### config.mk
export PLATFORM = sky130hd
export DESIGN_NAME = oam_dma
export DESIGN_NICKNAME = d
export VERILOG_FILES = /design/src/rtl/oam_dma.sv
export SDC_FILE = /design/constraint.sdc
export NUM_CORES = 1
export LEC_CHECK = 0
export ABC_CLOCK_PERIOD_IN_PS = 2009
export CAP_MARGIN = 5
export CORE_ASPECT_RATIO = 0.5
export CORE_MARGIN = 2
export CORE_UTILIZATION = 30
export CTS_CLUSTER_DIAMETER = 50
export CTS_CLUSTER_SIZE = 12
export DETAILED_ROUTE_END_ITERATION = 6
export SYNTH_ARGS = -nofsm -noshare
export SYNTH_HDL_FRONTEND = slang
export SYNTH_SLANG_ARGS = --single-unit
### constraint.sdc
create_clock -name clk -period 2.01 [get_ports clk]
set_input_delay 0.3015 -clock clk [delete_from_list [all_inputs] [get_ports clk]]
set_output_delay 0.3015 -clock clk [all_outputs]
set_load 0.01 [all_outputs]
### src/rtl/oam_dma.sv
// oam_dma: sprite-attribute DMA engine.
// A CPU write to the DMA register at FF46 starts a transfer of DMA_LEN bytes.
// The source is page_reg:00, and pages E0..FF are folded back into C0..DF.
// The destination is FE00. Each byte takes one READ cycle and one WRITE cycle.
module oam_dma #(
  parameter int ADDR_WIDTH = 16,
  parameter int DATA_WIDTH = 8,
  parameter int DMA_LEN    = 160
) (
  input  logic                  clk,
  input  logic                  rst_n,
  input  logic [ADDR_WIDTH-1:0] cpu_addr,
  input  logic [DATA_WIDTH-1:0] cpu_data_in,
  input  logic                  cpu_wr_en,
  input  logic                  cpu_rd_en,
  output logic [DATA_WIDTH-1:0] reg_data_out,
  output logic                  reg_hit,
  output logic [ADDR_WIDTH-1:0] mem_addr,
  output logic [DATA_WIDTH-1:0] mem_wr_data,
  output logic                  mem_rd_en,
  output logic                  mem_wr_en,
  input  logic [DATA_WIDTH-1:0] mem_rd_data,
  output logic                  dma_active,
  output logic                  dma_done
);

  localparam int IDX_W = (DMA_LEN > 1) ? $clog2(DMA_LEN) : 1;
  localparam logic [ADDR_WIDTH-1:0] REG_ADDR   = ADDR_WIDTH'(16'hFF46);
  localparam logic [ADDR_WIDTH-1:0] DEST_BASE  = ADDR_WIDTH'(16'hFE00);
  localparam logic [DATA_WIDTH-1:0] ECHO_LIMIT = DATA_WIDTH'(8'hE0);
  localparam logic [DATA_WIDTH-1:0] ECHO_MASK  = DATA_WIDTH'(8'hDF);
  localparam logic [IDX_W-1:0]      LAST_IDX   = IDX_W'(DMA_LEN - 1);

  typedef enum logic [1:0] {IDLE, START, READ, WRITE} state_t;

  state_t                  r_state;
  state_t                  w_nextState;
  logic [IDX_W-1:0]        r_idx;
  logic [DATA_WIDTH-1:0]   r_pageReg;
  logic [DATA_WIDTH-1:0]   r_dataReg;
  logic                    r_done;

  logic                    w_regWrite;
  logic                    w_regRead;
  logic                    w_lastIdx;
  logic [DATA_WIDTH-1:0]   w_srcPage;
  logic [ADDR_WIDTH-1:0]   w_srcBase;

  assign w_regWrite = cpu_wr_en && (cpu_addr == REG_ADDR);
  assign w_regRead  = cpu_rd_en && (cpu_addr == REG_ADDR);
  assign w_lastIdx  = (r_idx == LAST_IDX);

  // Pages E0..FF would point at echo RAM, so they are mirrored back onto C0..DF
  assign w_srcPage = (r_pageReg < ECHO_LIMIT) ? r_pageReg : (r_pageReg & ECHO_MASK);
  assign w_srcBase = ADDR_WIDTH'({w_srcPage, 8'h00});

  assign reg_data_out = w_regRead ? r_pageReg : '0;
  assign reg_hit      = w_regRead;
  assign dma_done     = r_done;

  // State register
  always_ff @(posedge clk or negedge rst_n) begin
    if (!rst_n) begin
      r_state <= IDLE;
    end else begin
      r_state <= w_nextState;
    end
  end

  // Next-state logic; a register write from any state restarts the transfer
  always_comb begin
    w_nextState = r_state;
    if (w_regWrite) begin
      w_nextState = START;
    end else begin
      case (r_state)
        IDLE:    w_nextState = IDLE;
        START:   w_nextState = READ;
        READ:    w_nextState = WRITE;
        WRITE:   w_nextState = w_lastIdx ? IDLE : READ;
        default: w_nextState = IDLE;
      endcase
    end
  end

  // Page latch, byte index, read-data holding register and completion pulse
  always_ff @(posedge clk or negedge rst_n) begin
    if (!rst_n) begin
      r_idx     <= '0;
      r_pageReg <= '0;
      r_dataReg <= '0;
      r_done    <= 1'b0;
    end else begin
      r_done <= 1'b0;
      if (w_regWrite) begin
        r_pageReg <= cpu_data_in;
        r_idx     <= '0;
      end else if (r_state == WRITE) begin
        if (w_lastIdx) begin
          r_done <= 1'b1;
          r_idx  <= '0;
        end else begin
          r_idx <= r_idx + IDX_W'(1);
        end
      end
      if (r_state == READ) begin
        r_dataReg <= mem_rd_data;
      end
    end
  end

  // Memory bus outputs decoded from the current state only
  always_comb begin
    mem_addr    = '0;
    mem_wr_data = '0;
    mem_rd_en   = 1'b0;
    mem_wr_en   = 1'b0;
    dma_active  = 1'b0;
    case (r_state)
      START: begin
        dma_active = 1'b1;
      end
      READ: begin
        dma_active = 1'b1;
        mem_rd_en  = 1'b1;
        mem_addr   = w_srcBase + ADDR_WIDTH'(r_idx);
      end
      WRITE: begin
        dma_active  = 1'b1;
        mem_wr_en   = 1'b1;
        mem_addr    = DEST_BASE + ADDR_WIDTH'(r_idx);
        mem_wr_data = r_dataReg;
      end
      default: begin
      end
    endcase
  end

endmodule
# Yosys cells after proc, flatten, opt, wreduce, memory -nomap -nowiden
# Index checks and enable logic that the tools add are counted.
[totals] elab_cells=35 ff_bits=27 out_inout_bits=37 input_bits=36
[classes] n_reduce_logical=5 n_eq_ne=5 magnitude_cmp=1 mux=16 add_sub_neg=3
[op_table] op="8-bit two-way mux" count=5
[op_table] op="16-bit one-hot mux with 2 select lines" count=1
[op_table] op="16-bit by 8-bit adder with 16-bit output" count=1
[op_table] op="16-bit equality test, second input constant" count=1
[op_table] op="10-bit by 9-bit adder with 11-bit output, first input constant" count=1
[op_table] op="8-bit by 1-bit adder with 8-bit output, second input constant" count=1
[op_table] op="8-bit equality test, second input constant" count=1
[op_table] op="8-bit less-than comparator, second input constant" count=1
[op_table] op="2-bit one-hot mux with 4 select lines" count=1
[op_table] op="1-bit two-way mux" count=6
[op_table] op="6-bit two-way mux" count=1
[op_table] op="2-bit equality test, second input constant" count=2
[op_table] op="2-bit two-way mux" count=2
[op_table] op="3-bit OR reduction" count=1
[op_table] op="2-bit by 1-bit equality test with 1-bit output, second input constant" count=1
[op_table] op="1-bit logical AND" count=2
[op_table] op="2-bit zero test" count=1
[op_table] op="2-bit nonzero test" count=1

# Depth between registers and ports, before layout
# Gate-level depths: netlist (run 1).
[logic_depth] depth_word=4 depth_mapped=6 depth_no_buf=5

# Worst setup path before layout (run 1)
# OpenSTA, ideal clock, no wires.
[synth_path] kind="input -> register" from="input cpu_addr[0]" to="register r_pageReg[2]" n_path_buf=2 setup_time_ns=0.125 t_arrival_ns=1.804 cell_stages=6 required_ns=1.885 setup_slack_ns=0.080 cell_sequence="or4b_1 -> nor4_2 -> and2_1 -> buf_6 -> buf_12 -> mux2_4"
[synth_via] elab_chain_len=2
[synth_rtl] item="from (decl)" line_no="12" source="input logic [ADDR_WIDTH-1:0] cpu_addr,"
[synth_rtl] item="16-bit equality test" line_no="49" source="assign w_regWrite = cpu_wr_en && (cpu_addr == REG_ADDR);"
[synth_rtl] item="1-bit logical AND" line_no="49"
[synth_rtl] item="to (signal assigned)" line_no="96" source="r_pageReg <= cpu_data_in;"
[synth_rtl] item="to (decl)" line_no="39" source="logic [DATA_WIDTH-1:0] r_pageReg;"
# No other way between the ends.
# A chain may end at the register's enable or synchronous reset.

# Worst setup path after layout (run 1)
[layout_path] from="input cpu_addr[4]" to="output reg_data_out[5]"
[layout_via] elab_chain_len=3
[layout_rtl] item="16-bit equality test" line_no="50" source="assign w_regRead = cpu_rd_en && (cpu_addr == REG_ADDR);"
[layout_rtl] item="1-bit logical AND" line_no="50"
[layout_rtl] item="8-bit two-way mux" line_no="57" source="assign reg_data_out = w_regRead ? r_pageReg : '0;"
[layout_rtl] item="to (decl)" line_no="16" source="output logic [DATA_WIDTH-1:0] reg_data_out,"
# No other way between the ends.

==> results.cfg, run 1 <==
[floorplan]
fp.dieH_um = 52.91
die_x_um = 101.8
ios = 73
rows = 17
coreArea_mm2 = 0.004488
initial_utilization_pct = 31.98
dieArea_mm2 = 0.005387

[sta]
fmax_ghz = 0.5092
final_max_slew_viol_count = 0
worstMarginPinSlew_ns = 0.5143
timing.final.crit_period_ns = 1.964
relSlewSlack_pct = 65.45
finalCritPeriodShare_pct = 97.70
rsz0062_at_grt = yes
hold_slack_ns = 0.3941
tns_ns = 0
setup_viol = 0
fin_skew_ns = 0.008415
hold_viol = 0

[synth]
syn_area_mm2 = 0.001435
synth-async-reset-ratio_pct = 100.0
seq_area_frac_synth_pct = 47.08
ys_warn_count = 0
yosys.cell_types.count = 28
syn_area_per_cell_um2 = 10.87
synth_cells = 132
syn-num-nets = 169
synth_seq_cells = 27
synth_edf_count = 0
synth_area_leader_cell = dfrtp_1
synth.area.top_cells = dfrtp_1 (47%), mux2_2 (12%), and3_1 (7.0%)
yosysTopAreaCellShare_pct = 47.08
synthFlopType = dfrtp_1

[grt]
grt_pass1_wl_um = 6451
grt_max_degree = 28
first_global_vias = 1365
grt.total_usage_pct = 15.36
antenna_found_initial = 0
grt-ovfl-total = 0

[clocking]
htree_levels = 1
clockRootBuffer = clkbuf_8
cts_buffer_depth = 2
numCtsBuffers = 3
clock_sinks = 27
postCtsHoldBufs = 0
clk_latency_ns = 0.28
clk_pin_slew_ns = 0.10
cts_tree = yes

[power_and_ir_drop]
ir_drop_mv = 0.2341
p_per_area_mw_per_mm2 = 550.6
p_leak_nw = 1.083

[drt]
drt-wirelength-per-cell_um = 13.61
top_layer = met4
wl_met2_um = 1806
first_pass_iters = 4
detail_route.iter0.violations = 27
antenna_left = 0
vias = 1277
wl_um = 3796
via_per_inst = 4.577
drc = 0
wl_met1_um = 1804
met3_length_um = 166

[critical_path]
startpoint_type = input pin
cp.required_ns = 1.71
r2r_slack_ns = 0.34
worstPathArrival_ns = 1.66
crit_fanout = 4
end_kind = output port
critPathKind = in2out

[cells_and_area]
area_delta_synth_final_pct = 64.86
final_cells = 279
final_area_mm2 = 0.002366
final_nets = 251
layout_common_cells = clkdlybuf4s50_1 (47), dfrtp_1 (26), and3_1 (14)
layout_commonest_cell = clkdlybuf4s50_1
drive_gt1_share_pct = 26.29
fillerInstances = 420
num_antenna_cells = 0

[placement]
gp_congestion = 0.7472
dpl_cell_area_mm2 = 0.002283
hpwl_um = 2844
io_buffers = 72
dp.cells = 273

[run]
maxCapViolations = 0

[status]
status = complete, no violations

[worst_hold_path]
hold_path.class = in2async
## flip-flops by register name (all words and copies together), names as in the netlist
register   count
r_state        2
dma_done       1
r_dataReg      8
r_idx          8
r_pageReg      8
## synthesized netlist by cell type, types with 2 or more instances
master    number
and2_1        13
mux2i_1        2
nand2_1        6
nand4_1        4
a21oi_1        4
nor2b_1        3
mux2_2        15
nor3_1         4
dfrtp_1       27
nor2_1         6
o21a_1         6
clkbuf_1       6
and4_1         3
xor2_1         4
and3_1        16
## power by group
group | leakage (nW) | switching, mW | internal (mW)
clock network | 0.0217 | 0.180 | 0.141
logic | 0.731 | 0.139 | 0.212
registers | 0.330 | 0.0433 | 0.587
total | 1.08 | 0.362 | 0.940
## metrics by stage
step / utilization (%) / worst slack (ns) / power, mW
after floorplan: - / 0.08041 / 0.8121
after global placement: 50.88 / -0.6855 / 0.9965
after detailed placement: 50.88 / -0.7236 / 1.003
after CTS: 52.27 / 0.0002277 / 1.324
after global routing: 52.72 / -0.009485 / 1.389
final: 52.72 / 0.04626 / 1.303
## cell families after synthesis
logic type                 Yosys count  synth area share, %
and+or+nand+nor                     61                25.98
DFF                                 27                47.08
muxes                               18                14.21
AOI/OAI and AO/OA                   10                4.533
buffers and inverters               10                4.271
xor gates and xnor gates             5                3.051
adders and majority gates            1               0.8717
## layout make-up
| type | instances | area, um2 | share of cell area, % |
|---|---|---|---|
| Inverter | 1 | 3.754 | 0.1586 |
| Timing Repair Buffer | 86 | 792.0 | 33.47 |
| Clock buffer | 3 | 41.29 | 1.745 |
| Tap cell | 66 | 82.58 | 3.490 |
| Multi-Input combinational cell | 95 | 762.0 | 32.21 |
| Clock inverter | 1 | 7.507 | 0.3173 |
| Sequential cell | 27 | 676.9 | 28.61 |
## repair_timing
action / in CTS / in global routing
buffers inserted: 2 / 0
pin swaps: 6 / 0
endpoints found under the setup margin: 29 / 7
resized for setup: 75 / 8
gates cloned: 1 / 0
## worst paths after layout
| kind | from | end | cells after the start |
|---|---|---|---|
| worst min-delay path | rst_n | r_dataReg[2]$_DFFE_PN0P_ | 2 |
| worst min register to register | r_dataReg[6]$_DFFE_PN0P_ | r_dataReg[6]$_DFFE_PN0P_ | 1 |
| min in group clk | r_dataReg[6]$_DFFE_PN0P_ | r_dataReg[6]$_DFFE_PN0P_ | 1 |
| worst max register to register | r_idx[0]$_DFFE_PN0P_ | dma_done$_DFF_PN0_ | 5 |
| max in group asynchronous | rst_n | r_state[1]$_DFF_PN0_ | 2 |
| worst max-delay path | cpu_addr[4] | reg_data_out[5] | 7 |
## per-layer routing
metal / up-vias / track usage (%)
met5: - / 0
met1: 617 / 19.89
met3: 2 / 3.567
met2: 31 / 27.19
li1: 627 / -
met4: 0 / 2.000
## worst max-delay path, stage by stage
cell and delay [ns]:
buf_6 0.09, or4b_4 0.53, nor4_4 0.19, buf_2 0.18
buf_6 0.10, and3_4 0.18, buf_6 0.09
Power figures use the tool's default switching activity.
==> inputs of run 2 (changes only) <==
--- a/config.mk
+++ b/config.mk
@@ -13,6 +13,8 @@
 export CTS_CLUSTER_DIAMETER = 50
 export CTS_CLUSTER_SIZE = 12
 export DETAILED_ROUTE_END_ITERATION = 6
+export DONT_BUFFER_PORTS = 1
+export HOLD_SLACK_MARGIN = 0.15
 export SYNTH_ARGS = -nofsm -noshare
 export SYNTH_HDL_FRONTEND = slang
 export SYNTH_SLANG_ARGS = --single-unit
==> run 2 against run 1 <==
Design area fell by 30%. Sequential share of layout area rose by 12 points. Register-to-register slack improved by 0.05 ns. Cell count fell by 26%. Utilization fell by 16 points. Sequential power barely moved. Clock power fell by 3%. Global-route usage fell by 3.1 points. Routed wire length fell by 16%. Setup slack improved by 0.083 ns. Critical endpoint unchanged. Largest cell class is now multi-input combinational cells.
==> results.cfg, run 2 (synthesized netlist as in run 1, its figures left out) <==
[clocking]
cts_buffer_depth = 2
clk_pin_slew_ns = 0.09
cts_tree = yes
clock_sinks = 27
clk_latency_ns = 0.27
numCtsBuffers = 3
clockRootBuffer = clkbuf_8
post_cts_buffers = 0
htree_levels = 1

[grt]
grt-ovfl-total = 0
first_global_vias = 994
grt.total_usage_pct = 12.30
antenna_found_initial = 0
grt_max_degree = 28
grt_pass1_wl_um = 4981

[sta]
fin_skew_ns = 0.003517
tns_ns = 0
fmax_ghz = 0.5316
hold_slack_ns = 0.1723
worstMarginPinSlew_ns = 0.4947
setup_viol = 0
timing.final.crit_period_ns = 1.881
hold_viol = 0
relSlewSlack_pct = 66.77
rsz0062_at_grt = no
finalCritPeriodShare_pct = 93.59
finalWorstSetupSlack_ns = 0.1289
final_max_slew_viol_count = 0

[drt]
via_per_inst = 4.937
wl_um = 3206
detail_route.iter0.violations = 25
first_pass_iters = 5
drc = 0
vias = 1022
antenna_left = 0
drt-wirelength-per-cell_um = 15.49

[placement]
gp_congestion = 0.6960
post-place-ws_ns = 0.05035
dp.cells = 196
hpwl_um = 2393
io_buffers = 0
dpl_cell_area_mm2 = 0.001525

[cells_and_area]
reg_top3 = r_dataReg: 8 flops, r_idx: 8 flops, r_pageReg: 8 flops
final_nets = 179
area_delta_synth_final_pct = 15.34
drive_gt1_share_pct = 21.99
final_core_util_pct = 36.88
layout_common_cells = dfrtp_1 (26), and3_1 (16), mux2_2 (15)
final_area_mm2 = 0.001655
num_antenna_cells = 0
layout_commonest_cell = dfrtp_1
final_cells = 207

[critical_path]
end_kind = output port
startpoint_type = input pin
crit_fanout = 10
worstPathArrival_ns = 1.58
critPathKind = in2out
startpoint = cpu_addr[0]
cp.required_ns = 1.71
r2r_start = r_idx[0]$_DFFE_PN0P_

[floorplan]
dieArea_mm2 = 0.005387
initial_utilization_pct = 31.98
coreArea_mm2 = 0.004488
ios = 73
fp.dieH_um = 52.91
rows = 17
die_x_um = 101.8

[power_and_ir_drop]
ir_drop_mv = 0.2167
p_leak_nw = 0.7352
total_power_mw = 1.169
p_per_area_mw_per_mm2 = 706.2

[worst_hold_path]
min_from = mem_rd_data[2]
hold_path.class = in2reg

[run]
maxCapViolations = 0

[status]
status = complete, no violations
[run 2: final timing paths]
check	to	slack (ns)	cells after the start
worst max-delay path	reg_data_out[5]	0.13	4
worst min-delay path	r_dataReg[2]$_DFFE_PN0P_	0.17	1
worst max register to register	dma_done$_DFF_PN0_	0.39	5
worst min register to register	r_dataReg[3]$_DFFE_PN0P_	0.51	1
max in group asynchronous	r_state[0]$_DFF_PN0_	1.41	2
min in group asynchronous	r_state[0]$_DFF_PN0_	0.44	2
[run 2: cell type report]
class,count,area (um2)
fill,454,2833
multi-input combinational,95,698.2
sequential,27,676.9
timing repair buffer,14,145.1
tap,66,82.58
clock buffer,3,41.29
clock inverter,1,7.507
inverter,1,3.754
[run 2: metal layers]
layer | part of all wire, % | track usage (%)
met3 | 8.6 | 6.341
met5 | 0 | 0
met1 | 43 | 14.63
met4 | 0.81 | 3.333
met2 | 47 | 19.74
[run 2: power breakdown]
group	switching, mW	leakage [nW]	internal [mW]
logic	0.120	0.383	0.106
registers	0.0437	0.330	0.587
clock network	0.172	0.0217	0.141
total	0.335	0.735	0.834
[run 2: worst max-delay path, cell delays in order]
cell	delay, ns
or4b_1	0.52
nor4_2	0.31
buf_4	0.21
and3_1	0.23
[run 2: what timing repair did]
action                     CTS  global route
setup endpoints to repair    0             1
gates resized for setup      0             1
hold buffers                 3             4
hold endpoints to repair    28             4
==> inputs of run 3 (changes only) <==
--- a/config.mk
+++ b/config.mk
@@ -9,12 +9,13 @@
 export CAP_MARGIN = 5
 export CORE_ASPECT_RATIO = 0.5
 export CORE_MARGIN = 2
-export CORE_UTILIZATION = 30
+export CORE_UTILIZATION = 35
 export CTS_CLUSTER_DIAMETER = 50
 export CTS_CLUSTER_SIZE = 12
 export DETAILED_ROUTE_END_ITERATION = 6
 export DONT_BUFFER_PORTS = 1
 export HOLD_SLACK_MARGIN = 0.15
+export SLEW_MARGIN = 20
 export SYNTH_ARGS = -nofsm -noshare
 export SYNTH_HDL_FRONTEND = slang
 export SYNTH_SLANG_ARGS = --single-unit
==> run 3 against run 2 <==
Fmax up 1.3%. Die area down 13%. First-iteration DRC count up 12%. Clock-buffer cell count unchanged. Setup slack better by 0.024 ns. Power down 1.8%. Sequential cell count unchanged. Largest power group unchanged. Largest cell class unchanged. Clock skew up 0.0026 ns.
==> results.cfg, run 3 (synthesized netlist as in run 1, its figures left out) <==
[sta]
fmax_ghz = 0.5386
rsz0062_at_grt = no
hold_slack_ns = 0.1641
worstMarginPinSlew_ns = 0.5093
relSlewSlack_pct = 65.78
hold_viol = 0
final_max_slew_viol_count = 0
timing.final.crit_period_ns = 1.857
fin_skew_ns = 0.006078
tns_ns = 0
finalCritPeriodShare_pct = 92.37
setup_viol = 0

[cells_and_area]
area_delta_synth_final_pct = 10.03
reg_top3 = r_dataReg: 8 flops, r_idx: 8 flops, r_pageReg: 8 flops
fillerInstances = 402
layout_commonest_cell = dfrtp_1
final_nets = 173
drive_gt1_share_pct = 21.48
layout_common_cells = dfrtp_1 (27), and3_1 (16), mux2_2 (15)
final_core_util_pct = 40.24
num_antenna_cells = 0

[placement]
gp_congestion = 0.7922
io_buffers = 0
hpwl_um = 2319

[drt]
first_pass_iters = 4
vias = 985
top_layer = met4
wl_um = 3079
met3_length_um = 224
antenna_left = 0
drc = 0
wl_met1_um = 1409
drt-wirelength-per-cell_um = 16.29
detail_route.iter0.violations = 28
via_per_inst = 5.212
wl_met2_um = 1402

[critical_path]
reg2reg_depth = 5
crit_fanout = 10
end_kind = output port
r2r_start = r_idx[0]$_DFFE_PN0P_
rr_endpoint = dma_done$_DFF_PN0_
startpoint_type = input pin
startpoint = cpu_addr[0]
cp.required_ns = 1.71
worstPathArrival_ns = 1.56
r2r_slack_ns = 0.38
setup.worst_path.end = reg_data_out[5]
critPathKind = in2out

[power_and_ir_drop]
p_leak_nw = 0.7142
ir_drop_mv = 0.2321
p_per_area_mw_per_mm2 = 727.1

[clocking]
clk_pin_slew_ns = 0.08
htree_levels = 1
cts_resized = 0
cts_buffer_depth = 2
clock_sinks = 27
clk_latency_ns = 0.27
cts_tree = yes
clockRootBuffer = clkbuf_8
numCtsBuffers = 3

[worst_hold_path]
hold_path.class = in2reg
min_path_cells = 2

[grt]
grt_max_degree = 28
antenna_found_initial = 0
grt_pass1_wl_um = 4968
grt-ovfl-total = 0
first_global_vias = 1011
grt.total_usage_pct = 14.12

[floorplan]
coreArea_mm2 = 0.003924
dieArea_mm2 = 0.004660
fp.dieH_um = 49.28
initial_utilization_pct = 36.58
die_x_um = 94.56
rows = 16
ios = 73

[status]
status = complete, no violations

[run]
maxCapViolations = 0
[run 3: cell type report]
type | count | area (um2) | area share [%]
Tap cell | 54 | 67.56 | 4.279
Inverter | 1 | 3.754 | 0.2377
Clock inverter | 1 | 5.005 | 0.3170
Sequential cell | 27 | 675.6 | 42.79
Timing Repair Buffer | 8 | 87.58 | 5.547
Multi-Input combinational cell | 95 | 698.2 | 44.22
Clock buffer | 3 | 41.29 | 2.615
[run 3: worst max-delay path, cell delays in order]
cell and delay [ns]:
or4b_1 0.52, nor4_2 0.30, buf_4 0.20, and3_1 0.23
[run 3: routing by layer]
metal	up-vias	global-route usage [%]
li1	468	-
met1	471	18.51
met2	42	21.90
met3	4	5.410
met4	0	3.865
met5	-	0
[run 3: repair_timing]
action,4_1_cts,5_1_grt
buffers inserted,0,0
hold buffers,2,0
hold endpoints to repair,27,0
[run 3: how the worst min path moves through the flow]
stage / startpoint / to / slack, ns
after floorplan: rst_n / dma_done$_DFF_PN0_ / 0.006
after global placement: rst_n / r_dataReg[6]$_DFFE_PN0P_ / 0.006
after detailed placement: rst_n / r_dataReg[6]$_DFFE_PN0P_ / 0.006
after CTS: cpu_wr_en / r_state[0]$_DFF_PN0_ / 0.16
after global routing: mem_rd_data[1] / r_dataReg[1]$_DFFE_PN0P_ / 0.16
final: cpu_wr_en / r_state[0]$_DFF_PN0_ / 0.16
[run 3: where the power goes]
part           internal [mW]  total, mW  switching [mW]
Combinational         0.0993      0.219           0.120
Clock                  0.139      0.296           0.158
Sequential             0.587      0.632          0.0451
[run 3: metrics by stage]
step | setup WS [ns] | cells | power [mW] | cell area, um2
2_1_floorplan | 0.08041 | 132 | 0.8121 | 1435
3_3_place_gp | 0.09901 | 183 | 0.8430 | 1503
3_5_place_dp | 0.06486 | 183 | 0.8496 | 1503
4_1_cts | 0.1368 | 189 | 1.167 | 1579
5_1_grt | 0.07346 | 189 | 1.226 | 1579
6_report | 0.1534 | 189 | 1.148 | 1579
